### src/rtl/icache_pkg.sv
// icache_pkg: shared FSM states, default geometry and address field helpers for the instruction cache
package icache_pkg;
   localparam int DEF_ADDR_W = 64;
   localparam int DEF_INST_W = 32;
   localparam int DEF_NUM_SETS = 8;
   localparam int DEF_NUM_WAYS = 2;
   localparam int DEF_LINE_WORDS = 4;
   localparam int WB = $clog2(DEF_LINE_WORDS);
   localparam int IB = $clog2(DEF_NUM_SETS);
   localparam int TB = DEF_ADDR_W - IB - WB - 2;

   typedef enum logic [1:0] {IDLE, MISS_REQ, REFILL} state_e;

   function automatic logic [63:0] field(input logic [63:0] a, input int lo, input int w);
      return (a >> lo) & ((64'd1 << w) - 64'd1);
   endfunction

   function automatic logic [63:0] word_of(input logic [63:0] a, input int wb);
      return field(a, 2, wb);
   endfunction

   function automatic logic [63:0] idx_of(input logic [63:0] a, input int wb, input int ib);
      return field(a, wb + 2, ib);
   endfunction

   function automatic logic [63:0] tag_of(input logic [63:0] a, input int wb, input int ib);
      return a >> (wb + ib + 2);
   endfunction
endpackage

### src/rtl/icache_way.sv
// icache_way: one way of the cache; valid/tag/data arrays with combinational read and a single write port
module icache_way
   import icache_pkg::*;
#(
   parameter int DATA_W = DEF_INST_W,
   parameter int TAG_W = TB,
   parameter int IDX_W = IB,
   parameter int WORD_W = WB
) (
   input  logic                  Clk,
   input  logic                  Rst,
   input  logic                  clr_i,
   input  logic [IDX_W-1:0]      rd_idx_i,
   input  logic [WORD_W-1:0]     rd_word_i,
   input  logic [IDX_W-1:0]      wr_idx_i,
   input  logic [WORD_W-1:0]     wr_word_i,
   input  logic [DATA_W-1:0]     wr_data_i,
   input  logic                  data_we_i,
   input  logic                  tag_we_i,
   input  logic [TAG_W-1:0]      tag_i,
   output logic [2**IDX_W-1:0]   valid_o,
   output logic                  rd_valid_o,
   output logic [TAG_W-1:0]      rd_tag_o,
   output logic [DATA_W-1:0]     rd_data_o
);
   logic [2**IDX_W-1:0] valid_q;
   logic [TAG_W-1:0]    tag_q [2**IDX_W];
   logic [DATA_W-1:0]   data_q [2**(IDX_W+WORD_W)];

   always_ff @(posedge Clk)
      if (!Rst) valid_q <= '0;
      else if (clr_i) valid_q <= '0;
      else if (tag_we_i) valid_q[wr_idx_i] <= 1'b1;

   // Tag and data storage carry no reset; valid bits alone gate their use.
   always_ff @(posedge Clk) begin
      if (tag_we_i) tag_q[wr_idx_i] <= tag_i;
      if (data_we_i) data_q[{wr_idx_i, wr_word_i}] <= wr_data_i;
   end

   assign valid_o = valid_q;
   assign rd_valid_o = valid_q[rd_idx_i];
   assign rd_tag_o = tag_q[rd_idx_i];
   assign rd_data_o = data_q[{rd_idx_i, rd_word_i}];
endmodule

### src/rtl/icache_set_assoc.sv
// icache_set_assoc: blocking N-way set-associative instruction cache with burst line refill
module icache_set_assoc
   import icache_pkg::*;
#(
   parameter int ADDR_W = DEF_ADDR_W,
   parameter int INST_W = DEF_INST_W,
   parameter int NUM_SETS = DEF_NUM_SETS,
   parameter int NUM_WAYS = DEF_NUM_WAYS,
   parameter int LINE_WORDS = DEF_LINE_WORDS
) (
   input  logic              Clk,
   input  logic              Rst,
   input  logic              ReqValid,
   input  logic [ADDR_W-1:0] ReqPc,
   input  logic              FlushIn,
   output logic [INST_W-1:0] InstOut,
   output logic              Hit,
   output logic              Stall,
   output logic              CacheFull,
   output logic              MemReqValid,
   input  logic              MemReqReady,
   output logic [ADDR_W-1:0] MemReqAddr,
   input  logic              MemRespValid,
   input  logic [INST_W-1:0] MemRespData
);
   localparam int WORD_B = $clog2(LINE_WORDS);
   localparam int IDX_B = $clog2(NUM_SETS);
   localparam int TAG_B = ADDR_W - IDX_B - WORD_B - 2;
   localparam int VW = NUM_WAYS > 1 ? $clog2(NUM_WAYS) : 1;

   state_e              state_q, state_d;
   logic [WORD_B-1:0]   cnt_q;
   logic [IDX_B-1:0]    miss_idx_q;
   logic [TAG_B-1:0]    miss_tag_q;
   logic [VW-1:0]       victim_q;
   logic [VW-1:0]       rr_q [NUM_SETS];
   logic                flush_pend_q;
   logic [ADDR_W-1:0]   line_q;

   logic [63:0]         pc64;
   logic [IDX_B-1:0]    req_idx;
   logic [WORD_B-1:0]   req_word;
   logic [TAG_B-1:0]    req_tag;
   logic [NUM_WAYS-1:0] way_hit, way_rvalid;
   logic [TAG_B-1:0]    way_rtag [NUM_WAYS];
   logic [INST_W-1:0]   way_rdata [NUM_WAYS];
   logic [NUM_SETS-1:0] way_valid [NUM_WAYS];
   logic [INST_W-1:0]   inst;
   logic [VW-1:0]       victim;
   logic                refill_done, flushing, clr_all, tag_we, start_miss;

   assign pc64 = 64'(ReqPc);
   assign req_idx = IDX_B'(idx_of(pc64, WORD_B, IDX_B));
   assign req_word = WORD_B'(word_of(pc64, WORD_B));
   assign req_tag = TAG_B'(tag_of(pc64, WORD_B, IDX_B));

   assign refill_done = state_q == REFILL && MemRespValid && cnt_q == WORD_B'(LINE_WORDS - 1);
   assign flushing = flush_pend_q | FlushIn;
   assign clr_all = (state_q == IDLE && FlushIn) || (refill_done && flushing);
   assign tag_we = refill_done && !flushing;
   assign start_miss = state_q == IDLE && ReqValid && !(|way_hit) && !FlushIn;

   for (genvar w = 0; w < NUM_WAYS; w++) begin : g_way
      icache_way #(
         .DATA_W(INST_W), .TAG_W(TAG_B), .IDX_W(IDX_B), .WORD_W(WORD_B)
      ) u_way (
         .Clk(Clk), .Rst(Rst), .clr_i(clr_all),
         .rd_idx_i(req_idx), .rd_word_i(req_word),
         .wr_idx_i(miss_idx_q), .wr_word_i(cnt_q), .wr_data_i(MemRespData),
         .data_we_i(state_q == REFILL && MemRespValid && victim_q == VW'(w)),
         .tag_we_i(tag_we && victim_q == VW'(w)), .tag_i(miss_tag_q),
         .valid_o(way_valid[w]), .rd_valid_o(way_rvalid[w]),
         .rd_tag_o(way_rtag[w]), .rd_data_o(way_rdata[w])
      );
      assign way_hit[w] = way_rvalid[w] && way_rtag[w] == req_tag;
   end

   // Lowest invalid way wins; with a full set the round-robin pointer picks.
   always_comb begin
      victim = rr_q[req_idx];
      for (int w = NUM_WAYS - 1; w >= 0; w--) if (!way_rvalid[w]) victim = VW'(w);
   end

   always_comb begin
      inst = '0;
      CacheFull = 1'b1;
      for (int w = 0; w < NUM_WAYS; w++) begin
         inst |= way_hit[w] ? way_rdata[w] : '0;
         CacheFull &= &way_valid[w];
      end
   end

   assign Hit = ReqValid && state_q == IDLE && !FlushIn && |way_hit;
   assign InstOut = Hit ? inst : '0;
   assign Stall = (ReqValid && !Hit) || state_q != IDLE;
   assign MemReqAddr = line_q;

   always_ff @(posedge Clk) state_q <= !Rst ? IDLE : state_d;

   always_comb begin
      state_d = state_q;
      MemReqValid = 1'b0;
      case (state_q)
         IDLE: if (start_miss) state_d = MISS_REQ;
         MISS_REQ: begin
            MemReqValid = 1'b1;
            if (MemReqReady) state_d = REFILL;
         end
         REFILL: if (refill_done) state_d = IDLE;
         default: state_d = IDLE;
      endcase
   end

   always_ff @(posedge Clk)
      if (!Rst) begin
         cnt_q <= '0;
         miss_idx_q <= '0;
         miss_tag_q <= '0;
         victim_q <= '0;
         flush_pend_q <= 1'b0;
         line_q <= '0;
         for (int s = 0; s < NUM_SETS; s++) rr_q[s] <= '0;
      end else begin
         if (start_miss) begin
            line_q <= {ReqPc[ADDR_W-1:WORD_B+2], (WORD_B + 2)'(0)};
            miss_idx_q <= req_idx;
            miss_tag_q <= req_tag;
            victim_q <= victim;
         end
         if (state_q == MISS_REQ && MemReqReady) cnt_q <= '0;
         else if (state_q == REFILL && MemRespValid) cnt_q <= cnt_q + 1'b1;
         // The burst cannot be aborted, so a fence.i seen mid-miss is held until the line lands.
         if (refill_done) flush_pend_q <= 1'b0;
         else if (state_q != IDLE && FlushIn) flush_pend_q <= 1'b1;
         if (refill_done)
            rr_q[miss_idx_q] <= rr_q[miss_idx_q] == VW'(NUM_WAYS - 1) ? '0 : rr_q[miss_idx_q] + 1'b1;
      end
endmodule
### config.mk
export PLATFORM = sky130hd
export DESIGN_NAME = icache_set_assoc
export DESIGN_NICKNAME = d
export VERILOG_FILES = /design/src/rtl/icache_pkg.sv /design/src/rtl/icache_way.sv /design/src/rtl/icache_set_assoc.sv
export SDC_FILE = /design/constraint.sdc
export NUM_CORES = 2
export LEC_CHECK = 0
export BUFFER_PORTS_ARGS = -buffer_cell sky130_fd_sc_hd__buf_2
export CAP_MARGIN = 20
export CORE_ASPECT_RATIO = 0.6
export CORE_UTILIZATION = 40
export CTS_CLUSTER_SIZE = 24
export DETAILED_ROUTE_END_ITERATION = 10
export SYNTH_ARGS = -nofsm -noshare
export SYNTH_HDL_FRONTEND = slang
export SYNTH_SLANG_ARGS = --single-unit
### constraint.sdc
create_clock -name Clk -period 13.5 [get_ports Clk]
set_input_delay 1.35 -clock Clk [delete_from_list [all_inputs] [get_ports Clk]]
set_output_delay 1.35 -clock Clk [all_outputs]
set_load 0.05 [all_outputs]
### Word level (Yosys, flattened, before mapping)

Memory sizes are Yosys's and may differ from the RTL's. A register that Yosys moved wholly into a read port is not among the register bits.
Index checks and enable logic that the tools add are counted.

| storage, ports and cells | value |
|---|---|
| memories | 5 |
| RAM bits | 2968 |
| logic and storage cells | 104 |
| flip-flop bits (word level) | 142 |

Memory list:

| memory | depth | bits a word | rd ports | clocked after Yosys merged registers in | wr ports | line | text |
|---|---|---|---|---|---|---|---|
| g_way[0].u_way.data_q | 32 | 32 | 1 | 0 | 1 | icache_way.sv:28 | `logic [DATA_W-1:0] data_q [2**(IDX_W+WORD_W)];` |
| g_way[1].u_way.data_q | 32 | 32 | 1 | 0 | 1 | icache_way.sv:28 |  |
| g_way[0].u_way.tag_q | 8 | 57 | 1 | 0 | 1 | icache_way.sv:27 | `logic [TAG_W-1:0] tag_q [2**IDX_W];` |
| g_way[1].u_way.tag_q | 8 | 57 | 1 | 0 | 1 | icache_way.sv:27 |  |
| rr_q | 8 | 1 | 2 | 1 | 8 | icache_set_assoc.sv:36 | `logic [VW-1:0] rr_q [NUM_SETS];` |

| cells by class | value |
|---|---|
| magnitude comparators | 3 |
| equal/unequal tests | 8 |
| add/subtract/negate cells | 2 |
| bitwise gates (word level) | 7 |
| mux-type cells | 34 |
| reductions and logical operators | 36 |

Operators with widths:

| operator | count |
|---|---|
| $eq 57x57->1 | 2 |
| $mux 32 | 3 |
| $or 32x32->32 | 1 |
| $mux 1 | 21 |
| $logic_and 1x1->1 | 20 |
| $or 8x8->8 | 2 |
| $reduce_and 8->1 | 2 |
| $mux 3 | 3 |
| $lt 3x4->1 const B | 2 |
| $reduce_or 2->1 | 4 |
| $bmux 1 s3 | 2 |
| $mux 2 | 3 |
| $ne 2x2->1 const B | 3 |
| $pmux 2 s3 | 1 |
| $eq 2x2->1 const B | 2 |
| $logic_not 1->1 | 4 |
| $demux 1 s3 | 1 |
| $ge 3x1->1 const B | 1 |
| $reduce_and 3->1 | 1 |
| $add 2x1->2 const B | 1 |
| $eq 2x1->1 const B | 1 |
| $logic_not 2->1 | 1 |
| $logic_or 1x1->1 | 2 |
| $not 1->1 | 2 |
| other kinds (5) | 5 |

### Longest topological paths before layout

| logic depth | value |
|---|---|
| depth after elaboration | 9 |
| gate-level depth with buffers | 17 |
| gate-level depth less buffers | 9 |

### Cells and area by module

A second synthesis with hierarchy kept.

| unflattened totals | value |
|---|---|
| cell total of the unflattened synthesis | 6431 |
| area, all modules | 119811.2 µm² |

By module, submodules not included:

| module | cells an instance | sequential area each (µm²) | times used | area each (µm²) |
|---|---|---|---|---|
| icache_way | 2919 | 44602.8 | 2 | 57431.3 |
| icache_set_assoc | 593 | 1541.5 | 1 | 4948.5 |

### Worst setup path before layout

Ideal clock, no wire load.

| timing path | value |
|---|---|
| path type | input to output |
| from | in ReqPc[5] |
| to | out InstOut[30] |
| required time | 12.150 ns |
| arrival | 5.068 ns |
| slack | 7.082 ns |
| stages | 16 |
| path buffers | 7 |
| cell sequence | buf_4 buf_6 buf_6 buf_4 buf_2 buf_2 mux4_2 mux2i_1 xor2_1 nand4_1 nor4_1 nand4_1 nor2_1 buf_2 a22oi_1 a211oi_1 |

| on the way | value |
|---|---|
| longest elaborated chain between the ends | 6 |

RTL lines:

| element | line | text |
|---|---|---|
| start, declared | icache_set_assoc.sv:14 | `input logic [ADDR_W-1:0] ReqPc,` |
| $mem_v2 8x57 or $bmux 1 s3 (tied branches) | n/a |  |
| $eq 57x57->1 or $mux 1 (tied branches) | icache_set_assoc.sv:75, icache_way.sv:42 |  |
| $logic_and 1x1->1 | icache_set_assoc.sv:75 | `assign way_hit[w] = way_rvalid[w] && way_rtag[w] == req_tag;` |
| $mux 32 or $reduce_or 2->1 (tied branches) | icache_set_assoc.sv:88, icache_set_assoc.sv:93 |  |
| $or 32x32->32 or $logic_and 1x1->1 (tied branches) | icache_set_assoc.sv:88, icache_set_assoc.sv:93 |  |
| $mux 32 * | icache_set_assoc.sv:94 | `assign InstOut = Hit ? inst : '0;` |
| end, declared | icache_set_assoc.sv:16 | `output logic [INST_W-1:0] InstOut,` |

Mark *: on every way between the ends. The rest lies on a longest branch, timed or not. The select of a mux whose other input is x is not followed.

### Worst setup path in the final report

Same ends and word-level chain as after synthesis.

==> summary.md <==
| Metric | Value |
|---|---|
| Status | `finished clean` |
| Worst Skew | `about 0.075 ns` |
| CP max stage cell | `nor4b_2` |
| First-pass GRT wire length | `432000 um` |
| Post-cts resize count | `0` |
| Final Hold Fails | `0` |
| Total wire length | `306000 um` |
| Most frequent cells in the layout | `2960 x edfxtp_1, 808 x mux4_2, 301 x clkbuf_16` |
| Vias per inst | `~5.9` |
| Min-Delay Path Class | `flip-flop to flip-flop` |
| Fin nets | `5709` |
| Asr flop ratio synth | `0%` |
| Setup violators final | `0` |
| Synth top area cells | `edfxtp_1 76%, mux4_2 15%, mux2i_1 1.8%` |
| Count of flip-flops with a built-in enable after synthesis | `just under 3000` |
| Syn Std Cell Area | `118000 sq um` |
| Hold WS | `0.503 ns` |
| Slew margin rel. | `a little under a fifth` |
| Sw Ratio | `21.2%` |
| CP cell instances | `buf_8 -> buf_4 -> mux2_2 -> o22ai_1 -> nor3_1 -> nor4b_2 -> nand4_1 -> or4_1 -> nor2_4 -> buf_4 -> buf_4 -> a22oi_1 -> a211oi_1 -> buf_2` |
| CP Launch Type | `primary input` |
| Cell Rows | `approximately 150` |
| Met3 WL | `29000 um` |
| Tcrit/Tclk final | `68.0%` |
| Clk pin slew, worst setup/hold paths | `0.06 ns` |
| Die H | `422 um` |
| Comb pwr share | `4.6%` |
| Area of the multi-input gates | `~26000 sq um` |
| DR WL/cell | `roughly 32 um` |
| PD cells | `around 150 nW/um^2` |
| Cell seen most often among critical-path stages | `buf_4` |
| Area share of the largest cell type after synthesis | `approximately three quarters` |
| Synth Register Bits | `roughly 3100` |
| Worst-Margin Slew | `about 1.2 ns` |
| Share of cells above drive strength 1 | `29.8%` |
| Die Wd | `around 700 um` |
| Initial antenna violation count | `33` |
| Slew Limit Fails | `0` |
| Commonest non-fill, non-tap cell in the layout | `edfxtp_1` |
| H-Tree Level Count | `5` |
| Unrepaired setup endpoints after global routing | `false` |
| P_int | `15300 uW` |
| Routability cong. | `0.791` |
| M1 WL | `139000 um` |
| CP Data Required Time | `12.15 ns` |
| Seq. cell area | `about 91000 sq um` |
| Crit-path max cell delay | `about 0.92 ns` |
| Pin count of the biggest net entering global routing | `about 100` |
| Pleak | `0.0421 uW` |
| CTS Hold Bufs | `0` |
| CP max FO | `70` |
| Sequential fraction of the synthesis area | `77.1%` |
| Post-DP HPWL | `171000 um` |
| Via count | `57100` |
| Postcts setup bufs | `0` |
| Die Area | `296000 sq um` |
| P_sw | `4110 uW` |
| Ys Warns | `0` |
| Uppermost layer routed | `met5` |
| CP Data Arrival Time | `7.83 ns` |
| Clock net sink count | `3053` |
| Vias in the first global route | `56400` |
| Tot GR Track Use | `between 20% and 30%` |
| Met2 wire len | `about 130000 um` |
| CTS buffer count | `294` |
| Filler Cells Inserted | `about 24000` |
| Achievable Freq | `109 MHz` |
| Drt first pass iters | `5` |
| Clk root buf | `clkbuf_16` |
| DR iter-0 viols | `7301` |
| Port bufs | `195` |
| # DRC | `0` |
| Core ar. | `291000 sq um` |
| IO Count | `202` |
| Seq pwr share | `53.7%` |
| Max Cap Violations | `0` |
| Min cycle time layout | `roughly 9.2 ns` |
| Post-synth cell types | `around 60` |
| Post-synthesis cell count | `5216` |
| Area Growth Syn to Fin | `13.7%` |
| Initial core utilization | `40.4%` |
| CP bufs+invs | `5` |
| CP Capture Type | `primary output` |
| Syn Area/Cell | `22.6 sq um` |
| CP delay by family, top | `buffers and inverters` |
| Clock Latency Late Sink | `0.89 ns` |
| VDD IR max | `0.101 mV` |
| Antenna Violating Nets Remaining | `0` |
| Clock share of power | `41.7%` |
| GR Overflow Total | `0` |
| Largest area contributor in the netlist | `edfxtp_1` |
| CTS tree | `yes` |
| Primary FF master, synth | `edfxtp_1` |
| CP Class | `primary input to primary output` |
| Final TNS setup | `0 ns` |
| Max Root-Sink Buffers | `4` |
cells in the mapped netlist (15+ instances only):
| master | n |
|---|---|
| dfxtp_1 | 93 |
| mux2_2 | 55 |
| nand3_1 | 29 |
| buf_4 | 27 |
| o21ai_0 | 28 |
| xor2_1 | 26 |
| nor2_1 | 172 |
| nand4_1 | 15 |
| a22oi_1 | 81 |
| buf_1 | 29 |
| nand2_1 | 159 |
| and3_1 | 24 |
| clkbuf_1 | 155 |
| nor3_1 | 34 |
| edfxtp_1 | 2960 |
| mux4_2 | 808 |
| xnor2_1 | 45 |
| mux2i_1 | 207 |
| o22ai_1 | 32 |
| a31oi_1 | 26 |
| buf_2 | 56 |
area by class of cell:
cell class / count / area share (%)
Tap cell: 3875 / 3.62
Multi-Input combinational cell: 1876 / 19.5
Clock inverter: 149 / 1.03
Clock buffer: 370 / 5.90
Sequential cell: 3053 / 67.8
Antenna cell: 8 / 0.0150
Inverter: 5 / 0.0206
Timing Repair Buffer: 373 / 2.07
flip-flops by register name (all words and copies together), names as in the netlist, named ones only:
name and count:
miss_idx_q 2, MemReqAddr 1, victim_q 1, rr_q 8
flush_pend_q 1, g_way.u_way.data_q 2048, cnt_q 2, miss_tag_q 57
g_way.u_way.valid_o 16, g_way.u_way.tag_q 912, state_q 2
worst reg2reg max path: stages, from the launching register on:
cell,delay [ns]
edfxtp_1,0.37
mux4_2,0.46
mux2i_1,0.49
xnor2_1,0.16
nor2_1,0.63
nand4_1,0.57
or4_1,0.69
or2_1,0.35
nand3_4,0.36
buf_4,0.93
mux2i_1,0.42
layer usage:
metal	GRT usage [%]	vias up
li1	-	22800
met1	32.9	31100
met2	28.7	2758
met3	4.03	404
met4	4.46	6
met5	0	-
kinds of logic (layout without fill, tap and decap cells):
family,count (synthesis),after routing,synth area share [%]
xor gates and xnor gates,71,71,0.529
AOI/OAI and AO/OA,237,237,1.40
and+or+nand+nor,489,489,1.88
muxes,1071,1071,17.8
adders and majority gates,4,4,0.0425
buffers and inverters,290,897,1.24
other,1,12,0.00319
DFF,3053,3053,77.1
power by group through the flow:
stage	clock network (uW)	registers, uW	logic, uW
floorplan	0	10700	508
global placement	0	10600	862
detailed placement	0	10600	876
CTS	8260	10400	878
global route	8610	10400	940
finish	8110	10400	888
stage by stage:
stage | power, uW | cell area, sq um | instances | setup slack (ns) | util (%)
finish | 19400 | 134000 | 9709 | 4.32 | 45.9
global route | 20000 | 134000 | 9703 | 4.14 | 45.9
CTS | 19600 | 133000 | 9677 | 4.29 | 45.8
detailed placement | 11500 | 124000 | 9158 | 4.30 | 42.6
global placement | 11500 | 124000 | 9158 | 3.97 | 42.6
floorplan | 11200 | 118000 | 5219 | 7.08 | -
final timing paths:
kind                                    start                        end  slack, ns  cells after the start
setup / recovery                     ReqPc[5]                InstOut[30]       4.32                     14
hold / removal      g_way[0].u_way.valid_o[4]  g_way[0].u_way.valid_o[4]       0.50                      2
setup reg to reg  g_way[0].u_way.tag_q[2][16]             miss_tag_q[38]       7.98                     10
hold reg to reg     g_way[0].u_way.valid_o[4]  g_way[0].u_way.valid_o[4]       0.50                      2
No activity file was read; power rests on OpenSTA's default activity.
